[config.mk]
export PLATFORM = sky130hd
export DESIGN_NAME = sap1_display_driver
export DESIGN_NICKNAME = d
export VERILOG_FILES = /design/src/rtl/sap1_display_pkg.sv /design/src/rtl/sap1_display_driver_if.sv /design/src/rtl/sap1_bin2bcd.sv /design/src/rtl/sap1_display_driver.sv
export SDC_FILE = /design/constraint.sdc
export NUM_CORES = 1
export LEC_CHECK = 0
export CORE_ASPECT_RATIO = 0.75
export CORE_MARGIN = 5
export CORE_UTILIZATION = 40
export CTS_BUF_LIST = sky130_fd_sc_hd__clkbuf_16
export DETAILED_ROUTE_END_ITERATION = 16
export PLACE_DENSITY = 0.64
export SYNTH_ARGS = -nofsm -noshare
export SYNTH_HDL_FRONTEND = slang
export SYNTH_SLANG_ARGS = --single-unit
[constraint.sdc]
create_clock -name CLK -period 2.7 [get_ports CLK]
set_input_delay 0.27 -clock CLK [delete_from_list [all_inputs] [get_ports CLK]]
set_output_delay 0.27 -clock CLK [all_outputs]
set_load 0.02 [all_outputs]
[src/rtl/sap1_display_pkg.sv]
// Shared definitions for the SAP-1 decimal display driver.
//   conv_state_e : converter FSM states
//   NUM_DIGITS   : number of multiplexed 7-segment digits
//   BCD_W        : width of the packed BCD field (hundreds/tens/ones)
//   seg_lut()    : digit 0..9 -> active-high gfedcba pattern
package sap1_display_pkg;

  typedef enum logic [1:0] {
    IDLE  = 2'd0,
    CONV  = 2'd1,
    LATCH = 2'd2
  } conv_state_e;

  localparam int unsigned NUM_DIGITS = 3;
  localparam int unsigned BCD_W      = 12;

  localparam logic [6:0] SEG_BLANK = 7'b0000000;

  function automatic logic [6:0] seg_lut(input logic [3:0] digit);
    case (digit)
      4'd0:    seg_lut = 7'b0111111;
      4'd1:    seg_lut = 7'b0000110;
      4'd2:    seg_lut = 7'b1011011;
      4'd3:    seg_lut = 7'b1001111;
      4'd4:    seg_lut = 7'b1100110;
      4'd5:    seg_lut = 7'b1101101;
      4'd6:    seg_lut = 7'b1111101;
      4'd7:    seg_lut = 7'b0000111;
      4'd8:    seg_lut = 7'b1111111;
      4'd9:    seg_lut = 7'b1101111;
      default: seg_lut = SEG_BLANK;
    endcase
  endfunction

endpackage

[src/rtl/sap1_display_driver_if.sv]
// Handshake between the display driver and its binary-to-BCD engine.
//   start : request a conversion of bin (honoured only while idle)
//   bin   : 8-bit binary value to convert
//   busy  : engine is not idle
//   done  : one-cycle strobe, bcd/value are valid
//   bcd   : packed {hundreds, tens, ones}
//   value : the binary value that produced bcd
interface sap1_display_driver_if;
  import sap1_display_pkg::*;

  logic             start;
  logic [7:0]       bin;
  logic             busy;
  logic             done;
  logic [BCD_W-1:0] bcd;
  logic [7:0]       value;

  modport master (output start, output bin, input busy, input done, input bcd, input value);
  modport slave  (input start, input bin, output busy, output done, output bcd, output value);
endinterface

[src/rtl/sap1_bin2bcd.sv]
// Sequential 8-bit double-dabble converter.
//   clk, rst_n : clock, asynchronous active-low reset
//   conv       : slave side of the converter handshake
// Start in IDLE loads the operand, eight CONV cycles perform the
// add-3/shift iterations, LATCH presents the result with done=1.
module sap1_bin2bcd
  import sap1_display_pkg::*;
(
  input  logic                  clk,
  input  logic                  rst_n,
  sap1_display_driver_if.slave  conv
);

  conv_state_e      state_q, state_d;
  logic [7:0]       shift_q, shift_d;
  logic [BCD_W-1:0] bcd_q,   bcd_d;
  logic [2:0]       iter_q,  iter_d;
  logic [7:0]       value_q, value_d;
  logic [BCD_W-1:0] adj;

  always_comb begin
    state_d = state_q;
    shift_d = shift_q;
    bcd_d   = bcd_q;
    iter_d  = iter_q;
    value_d = value_q;

    adj = bcd_q;
    for (int unsigned i = 0; i < NUM_DIGITS; i++) begin
      if (bcd_q[4*i +: 4] >= 4'd5) adj[4*i +: 4] = bcd_q[4*i +: 4] + 4'd3;
    end

    case (state_q)
      IDLE: begin
        if (conv.start) begin
          shift_d = conv.bin;
          value_d = conv.bin;
          bcd_d   = '0;
          iter_d  = '0;
          state_d = CONV;
        end
      end
      CONV: begin
        {bcd_d, shift_d} = {adj[BCD_W-2:0], shift_q, 1'b0};
        iter_d = iter_q + 3'd1;
        if (iter_q == 3'd7) state_d = LATCH;
      end
      LATCH:   state_d = IDLE;
      default: state_d = IDLE;
    endcase
  end

  always_ff @(posedge clk or negedge rst_n) begin
    if (!rst_n) begin
      state_q <= IDLE;
      shift_q <= '0;
      bcd_q   <= '0;
      iter_q  <= '0;
      value_q <= '0;
    end else begin
      state_q <= state_d;
      shift_q <= shift_d;
      bcd_q   <= bcd_d;
      iter_q  <= iter_d;
      value_q <= value_d;
    end
  end

  assign conv.busy  = (state_q != IDLE);
  assign conv.done  = (state_q == LATCH);
  assign conv.bcd   = bcd_q;
  assign conv.value = value_q;

endmodule

[src/rtl/sap1_display_driver.sv]
// Shows the SAP-1 output register value as decimal 000..255 on a
// 3-digit multiplexed 7-segment display.
//   CLK     : clock, rising edge
//   nCLR    : asynchronous active-low reset
//   display : 8-bit value from the output register
//   seg     : segments, seg[0]=a .. seg[6]=g
//   an      : one-hot digit enable, an[0]=ones .. an[2]=hundreds
//   busy    : conversion in progress
module sap1_display_driver
  import sap1_display_pkg::*;
#(
  parameter int unsigned SCAN_DIV       = 4,
  parameter bit          SEG_ACTIVE_LOW = 1'b1,
  parameter bit          AN_ACTIVE_LOW  = 1'b1,
  parameter bit          BLANK_LZ       = 1'b1
) (
  input  logic       CLK,
  input  logic       nCLR,
  input  logic [7:0] display,
  output logic [6:0] seg,
  output logic [2:0] an,
  output logic       busy
);

  localparam logic [15:0] PRESC_LAST = 16'(SCAN_DIV - 1);

  sap1_display_driver_if conv_if ();

  sap1_bin2bcd u_bin2bcd (
    .clk   (CLK),
    .rst_n (nCLR),
    .conv  (conv_if)
  );

  logic [7:0]       in_q,    in_d;
  logic [7:0]       shown_q, shown_d;
  logic [BCD_W-1:0] dig_q,   dig_d;
  logic [15:0]      presc_q, presc_d;
  logic [1:0]       idx_q,   idx_d;

  // The engine only accepts start while idle, so the latest sample is
  // re-compared after every LATCH and the final value always wins.
  assign conv_if.start = !conv_if.busy && (in_q != shown_q);
  assign conv_if.bin   = in_q;

  always_comb begin
    in_d    = display;
    shown_d = shown_q;
    dig_d   = dig_q;
    presc_d = presc_q + 16'd1;
    idx_d   = idx_q;

    if (conv_if.done) begin
      dig_d   = conv_if.bcd;
      shown_d = conv_if.value;
    end

    if (presc_q == PRESC_LAST) begin
      presc_d = '0;
      idx_d   = (idx_q == 2'd2) ? 2'd0 : idx_q + 2'd1;
    end
  end

  always_ff @(posedge CLK or negedge nCLR) begin
    if (!nCLR) begin
      in_q    <= '0;
      shown_q <= '0;
      dig_q   <= '0;
      presc_q <= '0;
      idx_q   <= '0;
    end else begin
      in_q    <= in_d;
      shown_q <= shown_d;
      dig_q   <= dig_d;
      presc_q <= presc_d;
      idx_q   <= idx_d;
    end
  end

  logic [3:0] digit;
  logic       blank;
  logic [6:0] seg_on;
  logic [2:0] an_on;

  always_comb begin
    digit = dig_q[3:0];
    blank = 1'b0;
    an_on = 3'b001;
    case (idx_q)
      2'd1: begin
        digit = dig_q[7:4];
        blank = BLANK_LZ && (dig_q[11:4] == 8'd0);
        an_on = 3'b010;
      end
      2'd2: begin
        digit = dig_q[11:8];
        blank = BLANK_LZ && (dig_q[11:8] == 4'd0);
        an_on = 3'b100;
      end
      default: ;
    endcase
    seg_on = blank ? SEG_BLANK : seg_lut(digit);
  end

  assign seg  = SEG_ACTIVE_LOW ? ~seg_on : seg_on;
  assign an   = AN_ACTIVE_LOW  ? ~an_on  : an_on;
  assign busy = conv_if.busy;

endmodule

Yosys cells after proc, flatten, opt, wreduce, memory -nomap -nowiden
Memories as Yosys holds them, arrays and structs flattened.
Cells that the tools add are included.
Storage, ports and cells
  register bits: 79
  memory bits (read-only): 112
  input bits: 10
  logic and storage cells: 59
  memories kept: 1
Operators by class
  add/sub/neg operators: 6
  magnitude comparators: 3
  eq/ne operators: 9
  mux-type cells: 18
  bitwise logic cells: 2
  reductions and logical operators: 10
Memories
  (no name shown): words 16, width 7, read ports 1, clocked after Yosys merged registers in 0, wr ports 0, line sap1_display_pkg.sv:20  | case (digit)
Operator list (count)
  $pmux 12 s2: 1
  $add 16x1->16 const B: 1
  $eq 16x2->1 const B: 1
  $mux 16: 1
  $pmux 8 s2: 1
  $ge 4x3->1 const B: 3
  $mux 12: 1
  $pmux 3 s2: 2
  $add 4x2->4 const B: 2
  $logic_not 8->1: 1
  $mux 4: 2
  $mux 8: 1
  $ne 8x8->1: 1
  $pmux 4 s2: 1
  $mux 7: 1
  $not 7->7: 1
  $mux 2: 3
  $mux 3: 2
  $reduce_and 2->1: 3
  $eq 2x1->1 const B: 2
  $eq 2x2->1 const B: 2
  $logic_not 4->1: 1
  $pmux 2 s2: 1
  $reduce_bool 2->1: 2
  other kinds (11): 11

Logic depth before layout (Yosys ltp)
  word-level depth: 5
  gate-level depth with buffers: 10
  gate-level depth less buffers: 9

Hierarchy
Synthesis repeated with hierarchy kept, for this count alone.
Second synthesis, totals
  cell total of the unflattened synthesis: 325
  area, all modules: 3882.5 sq um
By module, submodules not included
  sap1_display_driver: instances 1, cells an instance 178, area an instance 2225.9 sq um, sequential area each 1151.1 sq um
  sap1_bin2bcd: instances 1, cells an instance 147, area an instance 1656.6 sq um, sequential area each 825.8 sq um

Worst setup path after synthesis
OpenSTA, ideal clock, no wires.
  path type: reg2out
  from: reg idx_q[0]
  to: out seg[2]
  arrival: 2494 ps
  path slack: -64 ps
  cell stages (with the launch flop): 9
  path through: dfrtp_1 > inv_1 > ha_1 > buf_2 > nor2_1 > a21oi_1 > ha_1 > inv_1 > o311ai_0
Between the ends
  longest elaborated chain between the ends: 5
  elaborated cells on any way between the ends: 7
  classes of those cells: eq/ne: 2; mux: 3; bitwise: 1; memory: 1
RTL lines
  start: declaration: line sap1_display_driver.sv:39  | logic [1:0] idx_q, idx_d;
  start signal: assignment: line sap1_display_driver.sv:76  | idx_q <= idx_d;
  $eq 2x2->1 or $eq 2x1->1 (tied branches): line sap1_display_driver.sv:89  | case (idx_q)
  $pmux 4 s2: line sap1_display_driver.sv:89
  $mem_v2 16x7
  $mux 7 *: line sap1_display_driver.sv:102  | seg_on = blank ? SEG_BLANK : seg_lut(digit);
  $not 7->7 *: line sap1_display_driver.sv:105  | assign seg = SEG_ACTIVE_LOW ? ~seg_on : seg_on;
  end: declaration: line sap1_display_driver.sv:20  | output logic [6:0] seg,
Mark *: on every way between the ends. The rest lies on a longest branch, timed or not.

Worst setup path in the final report
  from: reg idx_q[1]
  to: out seg[6]
The elaborated chain is that of the path after synthesis.

==> metrics.md <==
| Metric | Value |
|---|---|
| Top cells by count, synth | 79 x dfrtp_1, 28 x nand2_1, 27 x mux2_2 |
| RSZ-0062 raised after global routing | yes |
| Clk root buf | clkbuf_16 |
| DP HPWL | 4810 um |
| Cell area after synthesis | 0.00375 mm2 |
| Final Hold Viols | 0 |
| Pwr Density | 1050 mW/mm2 |
| Outcome | finished, final reports clean |
| Setup total negative slack | 0 ns |
| Via count | 2514 |
| Clock tree sinks | 79 |
| Routed vias/inst | 5.18 |
| CTS max path bufs | 2 |
| Antenna violations before repair | 0 |
| Clock latency on the worst-skew pair | 0.34 ns |
| H-Tree Depth | 3 |
| Critical path's largest stage delay | 0.39 ns |
| DRC | 0 |
| Fraction of layout cells with a size suffix above 1 | 18.8% |
| Chip width | 122 um |
| Dominant cells by area after synthesis | dfrtp_1 53%, mux2_2 8.1%, ha_1 6.0% |
| Final Cell Area | 0.00442 mm2 |
| Bufs and invs on worst path | 3 |
| Final WL | 7140 um |
| PnR worst setup slack | 0.108 ns |
| Lkg Pwr | 0.00194 uW |
| Final hold slack | 0.0855 ns |
| Routability cong. | 0.807 |
| Area growth from synthesis to layout | 17.9% |
| Die area | 0.0114 mm2 |
| Synth unique cells | 40 |
| Drt first-iter violations | 184 |
| Period utilization | 96.0% |
| Fmax | 386 MHz |
| Mean Syn Cell Area | 11.6 um2 |
| Final setup fails | 0 |
| Grt ovf | 0 |
| Transition time of the tightest slew-check pin | 0.985 ns |
| Layout Skew | 0.00450 ns |
| Core footprint | 0.00908 mm2 |
| Post-synth top area share | 52.7% |
| Async S/R FF share, synth | 100% |
| Max_cap viols | 0 |
| Setup crit end kind | primary output |
| Crit path launch type | flop |
| I/O Buffers | 20 |
| Placed Area | 0.00414 mm2 |
| Max-slew violations | 0 |
| Req. time, crit path | 2.43 ns |
| Mapped Nets | 351 |
| Synth Flop Type | dfrtp_1 |
| First drt pass iteration count | 4 |
| Largest net degree at the start of global routing | 80 |
| ANT cells | 0 |
| Post-synth EDFFs | 0 |
| Top delay family on crit path | buffers and inverters |
| Min Tclk post-route | 2.59 ns |
| Synth warnings | 0 |
| Antenna Nets Post-Route | 0 |
| Sequential share of the synthesized area | 52.7% |
| Arrival time worst endpoint | 2.32 ns |
| First-pass GRT wire length | 12100 um |
| Worst Setup Path Type | reg -> out |
| Place WS | -0.0543 ns |
| Crit path cell chain | inv_1 > ha_2 > a22oi_1 > a21oi_2 > buf_4 > ha_1 > a2111oi_2 > a31oi_1 > clkdlybuf4s15_1 |
| Top-count cell post-synth | dfrtp_1 |
| HP Class | in -> async |
| CTS tree | yes |
| Clk slew on worst S/H paths | 0.05 ns |
| Seq cells post-synth | 79 |
| Initial Utilization | 41.3% |
| Vias in the first global route | 2428 |
| Peak supply drop | 0.493 mV |
| Cts bufs inserted | 9 |
| Total Routing Usage GR | 13.6% |
| Synth area leader | dfrtp_1 |
| Final layout net count | 382 |
| Row cnt | 30 |
| Slew HR | 34.3% |
| Number of top-level pins | 21 |
| Die Ht | 93.8 um |
| Post-DR wirelength/cell | 14.7 um |
| Post-Syn Instances | 323 |
| CP Max Fanout | 4 |
| Crit-path slowest cell | dfrtp_1 |
[state kept, by name, indices dropped and copies added, names as in the netlist]
register / flops
conv_if.bin: 8
dig_q: 12
idx_q: 2
presc_q: 16
shown_q: 8
u_bin2bcd.conv.bcd: 12
u_bin2bcd.conv.value: 8
u_bin2bcd.iter_q: 3
u_bin2bcd.shift_q: 8
u_bin2bcd.state_q: 2
[report_power, final]
part	switching (uW)	internal, uW
clock	430	596
sequential	288	1550
combinational	932	833
[area by class of cell]
class	count	area (um2)
Fill cell	823	4670
Sequential cell	79	1980
Multi-Input combinational cell	216	1710
Timing Repair Buffer	32	262
Clock buffer	9	225
Tap cell	128	160
Inverter	16	60.1
Clock inverter	5	20.0
[metrics by stage]
step / util (%) / power, uW / std cells
2_1_floorplan: - / 3060 / 323
3_3_place_gp: 45.6 / 3620 / 471
3_5_place_dp: 45.6 / 3680 / 471
4_1_cts: 48.6 / 4680 / 485
6_report: 48.6 / 4630 / 485
5_1_grt: 48.6 / 4970 / 485
[routing by layer]
layer | global-route usage, % | vias up | part of all wire [%]
met4 | 3.92 | 0 | 0.98
li1 | - | 1210 | -
met5 | 0 | - | 0
met3 | 5.24 | 7 | 3.6
met2 | 18.7 | 33 | 44
met1 | 19.7 | 1264 | 52
[kinds of logic (layout without fill, tap and decap cells)]
family | Yosys count | count (layout) | share of synthesized area (%)
AO/OA/AOI/OAI | 61 | 61 | 11.3
XOR/XNOR | 28 | 28 | 6.54
adder cells (fa/ha/maj) | 18 | 18 | 6.01
buffers and inverters | 28 | 62 | 3.14
flip-flops | 79 | 79 | 52.7
multiplexers | 31 | 31 | 9.18
AND/OR/NAND/NOR | 78 | 78 | 11.0
[worst paths after layout]
check | startpoint | to | slack, ns | cells after the start
max in group asynchronous | nCLR | shown_q[5]$_DFFE_PN0N_ | 1.97 | 1
worst max register to register | conv_if.bin[2]$_DFF_PN0_ | u_bin2bcd.shift_q[7]$_DFFE_PN0P_ | 0.73 | 4
min in group CLK | display[7] | conv_if.bin[7]$_DFF_PN0_ | 0.37 | 1
worst min register to register | presc_q[15]$_DFF_PN0_ | presc_q[15]$_DFF_PN0_ | 0.47 | 1
worst max-delay path | idx_q[1]$_DFFE_PN0N_ | seg[6] | 0.11 | 9
worst min-delay path | nCLR | presc_q[8]$_DFF_PN0_ | 0.09 | 1
[repair_timing]
action                                  4_1_cts  5_1_grt
gates resized for setup                      17       19
pin swaps                                     0        1
setup buffers                                 0        0
endpoints found under the setup margin        7        7
hold buffers                                  0        0
[layout by cell type (no fill, tap or decap), drive strengths merged, types with 3 or more instances in the layout]
cell / Yosys / routed
dfrtp: 79 / 79
nand2: 28 / 28
mux2: 27 / 27
xnor2: 24 / 24
inv: 16 / 18
ha: 18 / 18
o21ai: 16 / 16
buf: 5 / 14
clkbuf: 7 / 13
clkdlybuf4s50: 0 / 12
and2: 11 / 11
a221o: 7 / 7
a21oi: 7 / 7
nand2b: 6 / 6
nand3: 6 / 6
nand4: 6 / 6
nor2: 5 / 5
o22ai: 5 / 5
mux2i: 4 / 4
o211ai: 4 / 4
xor2: 4 / 4
nor4b: 4 / 4
a31oi: 4 / 4
nor4: 4 / 4
a22oi: 4 / 4
and4: 3 / 3
a21o: 3 / 3
clkinv: 0 / 3
Note: power is estimated with default switching activity, not from simulation.
